## src/rtl/calc_pkg.sv

```systemverilog
// Shared key codes, operation encodings and FSM state encoding for the
// calculator key-entry front end.
package calc_pkg;

   localparam logic [3:0] KEY_ADD    = 4'd8;
   localparam logic [3:0] KEY_SUB    = 4'd9;
   localparam logic [3:0] KEY_MUL    = 4'd10;
   localparam logic [3:0] KEY_DIV    = 4'd11;
   localparam logic [3:0] KEY_ENTER  = 4'd12;
   localparam logic [3:0] KEY_CLEAR  = 4'd13;
   localparam logic [3:0] KEY_RECALL = 4'd14;
   localparam logic [3:0] KEY_RSVD   = 4'd15;

   localparam logic [1:0] OP_ADD = 2'b00;
   localparam logic [1:0] OP_SUB = 2'b01;
   localparam logic [1:0] OP_MUL = 2'b10;
   localparam logic [1:0] OP_DIV = 2'b11;

   localparam int LOAD_CYCLES_MIN = 1;
   localparam int LOAD_CYCLES_MAX = 15;

   typedef enum logic [2:0] {
      ST_IDLE   = 3'd0,
      ST_GOT_A  = 3'd1,
      ST_GOT_OP = 3'd2,
      ST_GOT_B  = 3'd3,
      ST_LOAD   = 3'd4,
      ST_HOLD   = 3'd5
   } state_t;

   // States in which a presented key is consumed.
   function automatic logic accepting(input state_t s);
      return (s == ST_IDLE) || (s == ST_GOT_A) || (s == ST_GOT_OP) || (s == ST_GOT_B);
   endfunction

endpackage

```

## src/rtl/calc_key_decode.sv

```systemverilog
// Combinational classification of a 4-bit key code into key classes.
module calc_key_decode
   import calc_pkg::*;
(
   input  logic [3:0] key_code,
   output logic       is_digit,
   output logic       is_op,
   output logic [1:0] op_val,
   output logic       is_enter,
   output logic       is_clear,
   output logic       is_recall
);

   // Digits are 0-7 and operators 8-11, so the top bits classify them directly.
   assign is_digit  = ~key_code[3];
   assign is_op     = (key_code[3:2] == 2'b10);
   assign op_val    = key_code[1:0];
   assign is_enter  = (key_code == KEY_ENTER);
   assign is_clear  = (key_code == KEY_CLEAR);
   assign is_recall = (key_code == KEY_RECALL);

endmodule

```

## src/rtl/calc_key_entry.sv

```systemverilog
// Key-entry sequencer: stages operand A, operator and operand B from a keypad,
// commits them on ENTER and issues a load strobe to the calculator.
module calc_key_entry
   import calc_pkg::*;
#(
   parameter int LOAD_CYCLES = 1
) (
   input  logic       clk,
   input  logic       rst,
   input  logic       key_valid,
   input  logic [3:0] key_code,
   output logic       key_ready,
   output logic [2:0] a,
   output logic [2:0] b,
   output logic [1:0] op,
   output logic       load,
   output logic       addr,
   output logic       err,
   output logic [3:0] drop_cnt
);

   localparam int LC_EFF = (LOAD_CYCLES < LOAD_CYCLES_MIN) ? LOAD_CYCLES_MIN :
                           (LOAD_CYCLES > LOAD_CYCLES_MAX) ? LOAD_CYCLES_MAX : LOAD_CYCLES;
   localparam logic [3:0] LOAD_LAST = 4'(LC_EFF - 1);

   state_t     state_q, state_d;
   logic [2:0] sa_q, sa_d, sb_q, sb_d;
   logic [1:0] sop_q, sop_d;
   logic [2:0] a_q, a_d, b_q, b_d;
   logic [1:0] op_q, op_d;
   logic [3:0] cnt_q, cnt_d;
   logic [3:0] drop_q, drop_d;
   logic       addr_q, addr_d;
   logic       err_q, err_d;
   logic       ready_q, load_q;
   logic       accept;

   logic       is_digit, is_op, is_enter, is_clear, is_recall;
   logic [1:0] op_val;

   calc_key_decode u_dec (
      .key_code  (key_code),
      .is_digit  (is_digit),
      .is_op     (is_op),
      .op_val    (op_val),
      .is_enter  (is_enter),
      .is_clear  (is_clear),
      .is_recall (is_recall)
   );

   assign accept = key_valid & ready_q;

   always_comb begin
      state_d = state_q;
      sa_d    = sa_q;
      sb_d    = sb_q;
      sop_d   = sop_q;
      a_d     = a_q;
      b_d     = b_q;
      op_d    = op_q;
      cnt_d   = cnt_q;
      drop_d  = drop_q;
      addr_d  = addr_q;
      err_d   = 1'b0;

      if (key_valid && !ready_q && (drop_q != 4'hF))
         drop_d = drop_q + 4'd1;

      case (state_q)
         ST_LOAD: begin
            if (cnt_q == LOAD_LAST) state_d = ST_HOLD;
            else                    cnt_d   = cnt_q + 4'd1;
         end
         ST_HOLD:                                   state_d = ST_IDLE;
         ST_IDLE, ST_GOT_A, ST_GOT_OP, ST_GOT_B:    ;
         default:                                   state_d = ST_IDLE;
      endcase

      // CLEAR and RECALL take precedence over the per-state sequencing.
      if (accept) begin
         if (is_clear) begin
            state_d = ST_IDLE;
            sa_d    = 3'd0;
            sb_d    = 3'd0;
            sop_d   = OP_ADD;
         end else if (is_recall) begin
            addr_d = ~addr_q;
         end else if (is_digit) begin
            case (state_q)
               ST_IDLE:   begin sa_d = key_code[2:0]; state_d = ST_GOT_A; end
               ST_GOT_A:  sa_d = key_code[2:0];
               ST_GOT_OP: begin sb_d = key_code[2:0]; state_d = ST_GOT_B; end
               ST_GOT_B:  sb_d = key_code[2:0];
               default:   ;
            endcase
         end else if (is_op) begin
            if ((state_q == ST_GOT_A) || (state_q == ST_GOT_OP)) begin
               sop_d   = op_val;
               state_d = ST_GOT_OP;
            end else begin
               err_d = 1'b1;
            end
         end else if (is_enter) begin
            if (state_q == ST_GOT_B) begin
               a_d     = sa_q;
               b_d     = sb_q;
               op_d    = sop_q;
               cnt_d   = 4'd0;
               state_d = ST_LOAD;
            end else begin
               err_d = 1'b1;
            end
         end
      end
   end

   always_ff @(posedge clk) begin
      if (rst) begin
         state_q <= ST_IDLE;
         sa_q    <= 3'd0;
         sb_q    <= 3'd0;
         sop_q   <= OP_ADD;
         a_q     <= 3'd0;
         b_q     <= 3'd0;
         op_q    <= OP_ADD;
         cnt_q   <= 4'd0;
         drop_q  <= 4'd0;
         addr_q  <= 1'b0;
         err_q   <= 1'b0;
         ready_q <= 1'b1;
         load_q  <= 1'b0;
      end else begin
         state_q <= state_d;
         sa_q    <= sa_d;
         sb_q    <= sb_d;
         sop_q   <= sop_d;
         a_q     <= a_d;
         b_q     <= b_d;
         op_q    <= op_d;
         cnt_q   <= cnt_d;
         drop_q  <= drop_d;
         addr_q  <= addr_d;
         err_q   <= err_d;
         ready_q <= accepting(state_d);
         load_q  <= (state_d == ST_LOAD);
      end
   end

   assign key_ready = ready_q;
   assign a         = a_q;
   assign b         = b_q;
   assign op        = op_q;
   assign load      = load_q;
   assign addr      = addr_q;
   assign err       = err_q;
   assign drop_cnt  = drop_q;

endmodule

```

## config.mk

```make
export PLATFORM = sky130hd
export DESIGN_NAME = calc_key_entry
export DESIGN_NICKNAME = d
export VERILOG_FILES = /design/src/rtl/calc_pkg.sv /design/src/rtl/calc_key_decode.sv /design/src/rtl/calc_key_entry.sv
export SDC_FILE = /design/constraint.sdc
export NUM_CORES = 1
export LEC_CHECK = 0
export CORE_MARGIN = 3
export CORE_UTILIZATION = 45
export DETAILED_ROUTE_END_ITERATION = 7
export HOLD_SLACK_MARGIN = 0.08
export PLACE_DENSITY_LB_ADDON = 0.2
export SYNTH_ARGS = -nofsm -noshare
export SYNTH_HDL_FRONTEND = slang
export SYNTH_SLANG_ARGS = --single-unit
```

## constraint.sdc

```tcl
create_clock -name clk -period 3.4 [get_ports clk]
set_input_delay 0.68 -clock clk [delete_from_list [all_inputs] [get_ports clk]]
set_output_delay 0.68 -clock clk [all_outputs]
set_load 0.005 [all_outputs]
```

==> summary.txt, run 1 <==
Area leader, netlist = dfxtp_1
Syn_area_per_cell = 9.31 um2
# setup viols final = 0
Die height = 63.9 um
Residual DRC count = 0
Num CTS Buffers = 5
Chip width = 63.9 um
Initial core utilization = 48.2%
Reg-to-reg endpoint = b[2]
Area delta synth->final = 16.9%
Crit path capture type = flip-flop
WL per Instance = 12.6 um
Tightest Hold Check Type = flip-flop to flip-flop
Final HPWL DP = 2040 um
Initial antenna violation count = 0
R2r setup slk = 1.53 ns
Hold WS = 0.476 ns
CTS HTree Levels = 2
Post-CTS Hold Buffers = 0
First-pass GRT wire length = 5040 um
Worst Setup SP = key_code[1]
Clk slew on worst S/H paths = 0.09 ns
Crit share post-route = 67.6%
Hold Vio Cnt, Final = 0
Routed Antenna Nets = 0
Crit path to = b[2]
VDD IR max = 197 uV
Synthesized area = 0.00151 mm2
Max Cap Viol = 0
Diode count = 0
Cts repair resizes = 0
Synth unique cells = 40
Clock latency on the worst-skew pair = 0.33 ns
PD cells = 377 mW/mm2
Clk network pwr share = 36.8%
Tmin final = 2.30 ns
Port Buffers = 22
Iter 0 DRT Violations = 46
Sw power = 153 uW
Startpoint types = input port
Ys Warns = 0
Async set or reset register ratio after synthesis = 0%
Area contributors post-synth = dfxtp_1 41%, mux2i_1 10%, nor2_1 5.7%, xnor2_1 3.5%, nor3_1 3.0%
Syn Nets = 172
CTS max path bufs = 2
P_int = 511 uW
TritonCTS clock tree = yes
Crit path DAT = 2.52 ns
GP Congestion = 0.795
Fin Clk Skew = 0.00395 ns
EDFF count, synth = 0
Register area share after synthesis = 41.2%
R2R cell count = 4
RSZ-0062 raised after global routing = no
Vias per cell = 5.19
CTS sink cnt = 31
Die ar. = 0.00408 mm2
Worst EP required = 3.62 ns
Worst Setup Path Type = input port to flip-flop
Worst Max-Slew Pin Slew = 0.608 ns
Register bit total from synthesis = 31
Net Sw Frac = 23.1%
Post-CTS setup buffer count = 0
Commonest cells post-synth = 31 x dfxtp_1, 23 x nor2_1, 15 x mux2i_1
Fraction of layout cells with a size suffix above 1 = 8.24%
Post-Route Setup TNS = 0 ns
Leakage = 0.000687 uW
Status = complete, no violations
Fmax = 0.435 GHz
Post-synth top flop = dfxtp_1
Top-count cell post-synth = dfxtp_1
Filler cells = 294
Reg-to-Reg Start = state_q[0]
Seq pwr share = 56.2%
Vias post-DR = 1173
Rows = 20
Vias in the first global route = 1128
Synth top area share = 41.2%
Largest net degree at the start of global routing = 32
Total Wirelength = 2850 um
Hold path start = sop_q[1]
Nets@finish = 191
Core Area = 0.00313 mm2
Crit Path Max Fanout = 12
Cells after Synth = 162
Pre-Repair DR Iteration Count = 4
Combinational Power Share = 7.1%
Tot GR Track Use = 15.8%
Number of I/O pins = 23
Congestion Overflow GR = 0
Max Slew Vio Count = 0
Max-Slew Margin vs Limit = 59.5%
CTS Root Cell = clkbuf_4
## cells in the final DEF (no fill, tap or decap), drive strengths merged, types with 2 or more instances in the layout
cell type,n
ha,3
nor2b,6
a211o,2
clkbuf,8
nor2,23
nand2,7
xnor2,6
or3b,2
inv,7
nand2b,3
a31oi,2
a21oi,7
and3,3
mux2i,15
nor3b,3
nor3,9
dfxtp,31
o21ai,6
nand4,4
clkdlybuf4s50,22
## kinds of logic after synthesis
family / after synthesis / share of synthesized area (%)
xor+xnor: 7 / 4.56
compound gates: 19 / 7.72
buf+inv: 18 / 8.13
flops: 31 / 41.2
fa+ha+maj: 3 / 2.49
simple gates: 68 / 25.2
mux: 16 / 10.7
## final cells by class
type | count | area, um2 | area share (%)
Multi-Input combinational cell | 113 | 764 | 43.4
Sequential cell | 31 | 621 | 35.2
Timing Repair Buffer | 23 | 228 | 12.9
Clock buffer | 8 | 68.8 | 3.90
Tap cell | 44 | 55.1 | 3.12
Inverter | 7 | 26.3 | 1.49
## power by group through the flow
stage,registers [uW],logic [uW],clock network [uW]
2_1_floorplan,378,37.9,0
3_3_place_gp,381,46.8,0
3_5_place_dp,382,47.4,0
4_1_cts,373,47.5,248
5_1_grt,374,53.1,262
6_report,373,47.1,244
## how the worst min path moves through the flow
stage	to	slack [ns]	cells after the start
floorplan	sop_q[1]	0.44	2
finish	sop_q[1]	0.48	2
global route	sop_q[1]	0.52	2
detailed placement	sop_q[1]	0.47	2
global placement	sop_q[1]	0.47	2
CTS	sop_q[1]	0.48	2
## metrics by stage
| stage | utilization (%) | cell area, um2 | total power [uW] | cells | setup slack, ns |
|---|---|---|---|---|---|
| 2_1_floorplan | - | 1510 | 416 | 162 | 1.64 |
| 3_3_place_gp | 54.2 | 1690 | 428 | 218 | 0.774 |
| 3_5_place_dp | 54.2 | 1690 | 429 | 218 | 0.712 |
| 4_1_cts | 56.4 | 1760 | 669 | 226 | 1.06 |
| 5_1_grt | 56.4 | 1760 | 689 | 226 | 0.945 |
| 6_report | 56.4 | 1760 | 664 | 226 | 1.10 |
## worst max-delay path: stages
cell and delay (ns):
clkdlybuf4s50_1 0.58, and4bb_1 0.37, and3_1 0.56, mux2i_1 0.27, nor2_1 0.06
## registers in the layout, summed over array words and instances, names as in the netlist, 3 cells and up
| name | count |
|---|---|
| a | 3 |
| sa_q | 3 |
| cnt_q | 4 |
| drop_cnt | 4 |
| b | 3 |
| state_q | 3 |
| sb_q | 3 |
## layer usage
layer	track usage (%)	vias to the layer above	share of wire (%)
met5	0	-	0
met4	7.28	0	2.2
met3	4.92	7	5.9
met2	25.0	27	46
met1	19.5	547	46
li1	-	592	-
(Power assumes the default switching activity.)
==> run 2, diff against run 1 <==
clock period = 2.1 ns   (was 3.4 ns; I/O delays follow)
==> summary.txt, run 2 (synthesis results as in run 1) <==
R2r setup slk = 0.46 ns
Pre-Repair DR Iteration Count = 4
Vias per cell = 5.16
Most frequent cells in the layout = 31 x dfxtp_1, 23 x nor2_1, 22 x clkdlybuf4s50_1
TritonCTS clock tree = yes
Startpoint types = flip-flop
Fin Clk Skew = 0.00715 ns
R2R cell count = 6
Hold Vio Cnt, Final = 0
Residual DRC count = 0
Reg-to-reg endpoint = load
Rows = 20
Clk slew on worst S/H paths = 0.10 ns
Worst Max-Slew Pin Slew = 0.455 ns
Fraction of layout cells with a size suffix above 1 = 11.6%
Tot GR Track Use = 17.2%
CTS max path bufs = 2
Pre-CTS setup slack = 0.113 ns
Final instance area = 0.00182 mm2
RSZ-0062 raised after global routing = no
CTS sink cnt = 31
Worst stage delay on the critical path = 0.54 ns
GR Layer Usage met2 = 25.5%
Cts repair resizes = 0
Crit Path Max Fanout = 7
First-pass GRT wire length = 5460 um
Delay-heaviest family, CP = buffers and inverters
Clock latency on the worst-skew pair = 0.33 ns
Leakage = 0.000722 uW
WL per Instance = 13.2 um
Num CTS Buffers = 5
Crit path capture type = output pin
Most common cell after layout, fill and taps aside = dfxtp_1
GRT met1 Usage = 22.2%
GP Congestion = 0.852
VDD IR max = 347 uV
Reg area = 621 um2
Post-CTS Hold Buffers = 0
Die height = 63.9 um
Placement Cell Area = 0.00175 mm2
Vias post-DR = 1203
Congestion Overflow GR = 0
Hold Crit Endpoint = sop_q[1]
Status = complete, no violations
Max Slew Vio Count = 0
Diode count = 0
GR peak layer = met2
Tightest Hold Check Type = flip-flop to flip-flop
CTS HTree Levels = 2
Worst setup margin = 0.360 ns
Initial antenna violation count = 0
Reg-to-Reg Start = cnt_q[0]
Fmax = 0.575 GHz
Chip width = 63.9 um
Port Buffers = 22
GR Util met3 = 5.27%
Area occupied by multi-input gates = 764 um2
Hold path start = sop_q[1]
Die ar. = 0.00408 mm2
Crit path DAT = 1.32 ns
Max Cap Viol = 0
Post-CTS setup buffer count = 0
Iter 0 DRT Violations = 37
Initial core utilization = 48.2%
Largest net degree at the start of global routing = 19
# setup viols final = 0
PD cells = 601 mW/mm2
Worst EP required = 1.68 ns
Total Wirelength = 3080 um
Crit share post-route = 82.9%
Tmin final = 1.74 ns
Filler cells = 287
CTS Root Cell = clkbuf_4
Max-Slew Margin vs Limit = 69.6%
Area delta synth->final = 20.4%
Number of I/O pins = 23
Routed Antenna Nets = 0
Core Area = 0.00313 mm2
Nets@finish = 198
Worst Setup Path Type = flip-flop to output pin
Cell depth of the worst min-delay path = 2
Post-Route Setup TNS = 0 ns
Buffers and inverters on the worst path = 1
Slowest-stage cell, CP = clkdlybuf4s50_1
Final HPWL DP = 2260 um
Crit-path cells = clkdlybuf4s50_1
Critical path depth in cells = 1
Vias in the first global route = 1194
## run 2: cell count changes in the layout (fill, tap and decap cells not counted)
cell,previous run,this run
buf_4,1,8
## run 2: worst max path at each step
stage / from / endpoint / slack (ns)
3_3_place_gp: key_code[1] / a[0] / 0.12
6_report: key_ready / key_ready / 0.36
3_5_place_dp: key_code[1] / b[2] / 0.11
2_1_floorplan: key_code[2] / b[2] / 0.60
5_1_grt: key_ready / key_ready / 0.25
4_1_cts: key_ready / key_ready / 0.34
## run 2: per-layer routing
layer | vias up | routed length, um
li1 | 612 | -
met1 | 561 | 1520
met2 | 25 | 1370
met3 | 5 | 146
met4 | 0 | 46
met5 | - | 0
## run 2: tightest hold or removal path, cell delays in order, from the launching register on
cell and delay (ns):
dfxtp_1 0.33, nand2b_1 0.07, o21ai_1 0.05
## run 2: area by class of cell
type / count / share of cell area [%]
Timing Repair Buffer: 30 / 15.4
Multi-Input combinational cell: 113 / 42.1
Sequential cell: 31 / 34.2
Clock buffer: 8 / 3.79
Tap cell: 44 / 3.03
Inverter: 7 / 1.45
## run 2: where the power goes
part / switching (uW) / internal (uW) / leakage, uW / total, uW
logic: 44.8 / 42.0 / 0.000433 / 86.8
clock network: 204 / 197 / 0.0000386 / 401
registers: 9.14 / 595 / 0.000250 / 604
## run 2: per-stage QoR
| step | instances | hold slack, ns | total power (uW) | utilization (%) |
|---|---|---|---|---|
| floorplan | 162 | 0.442 | 673 | - |
| global placement | 225 | 0.468 | 702 | 55.8 |
| detailed placement | 225 | 0.477 | 703 | 55.8 |
| CTS | 233 | 0.490 | 1100 | 58.0 |
| global route | 233 | 0.525 | 1140 | 58.0 |
| finish | 233 | 0.482 | 1090 | 58.0 |
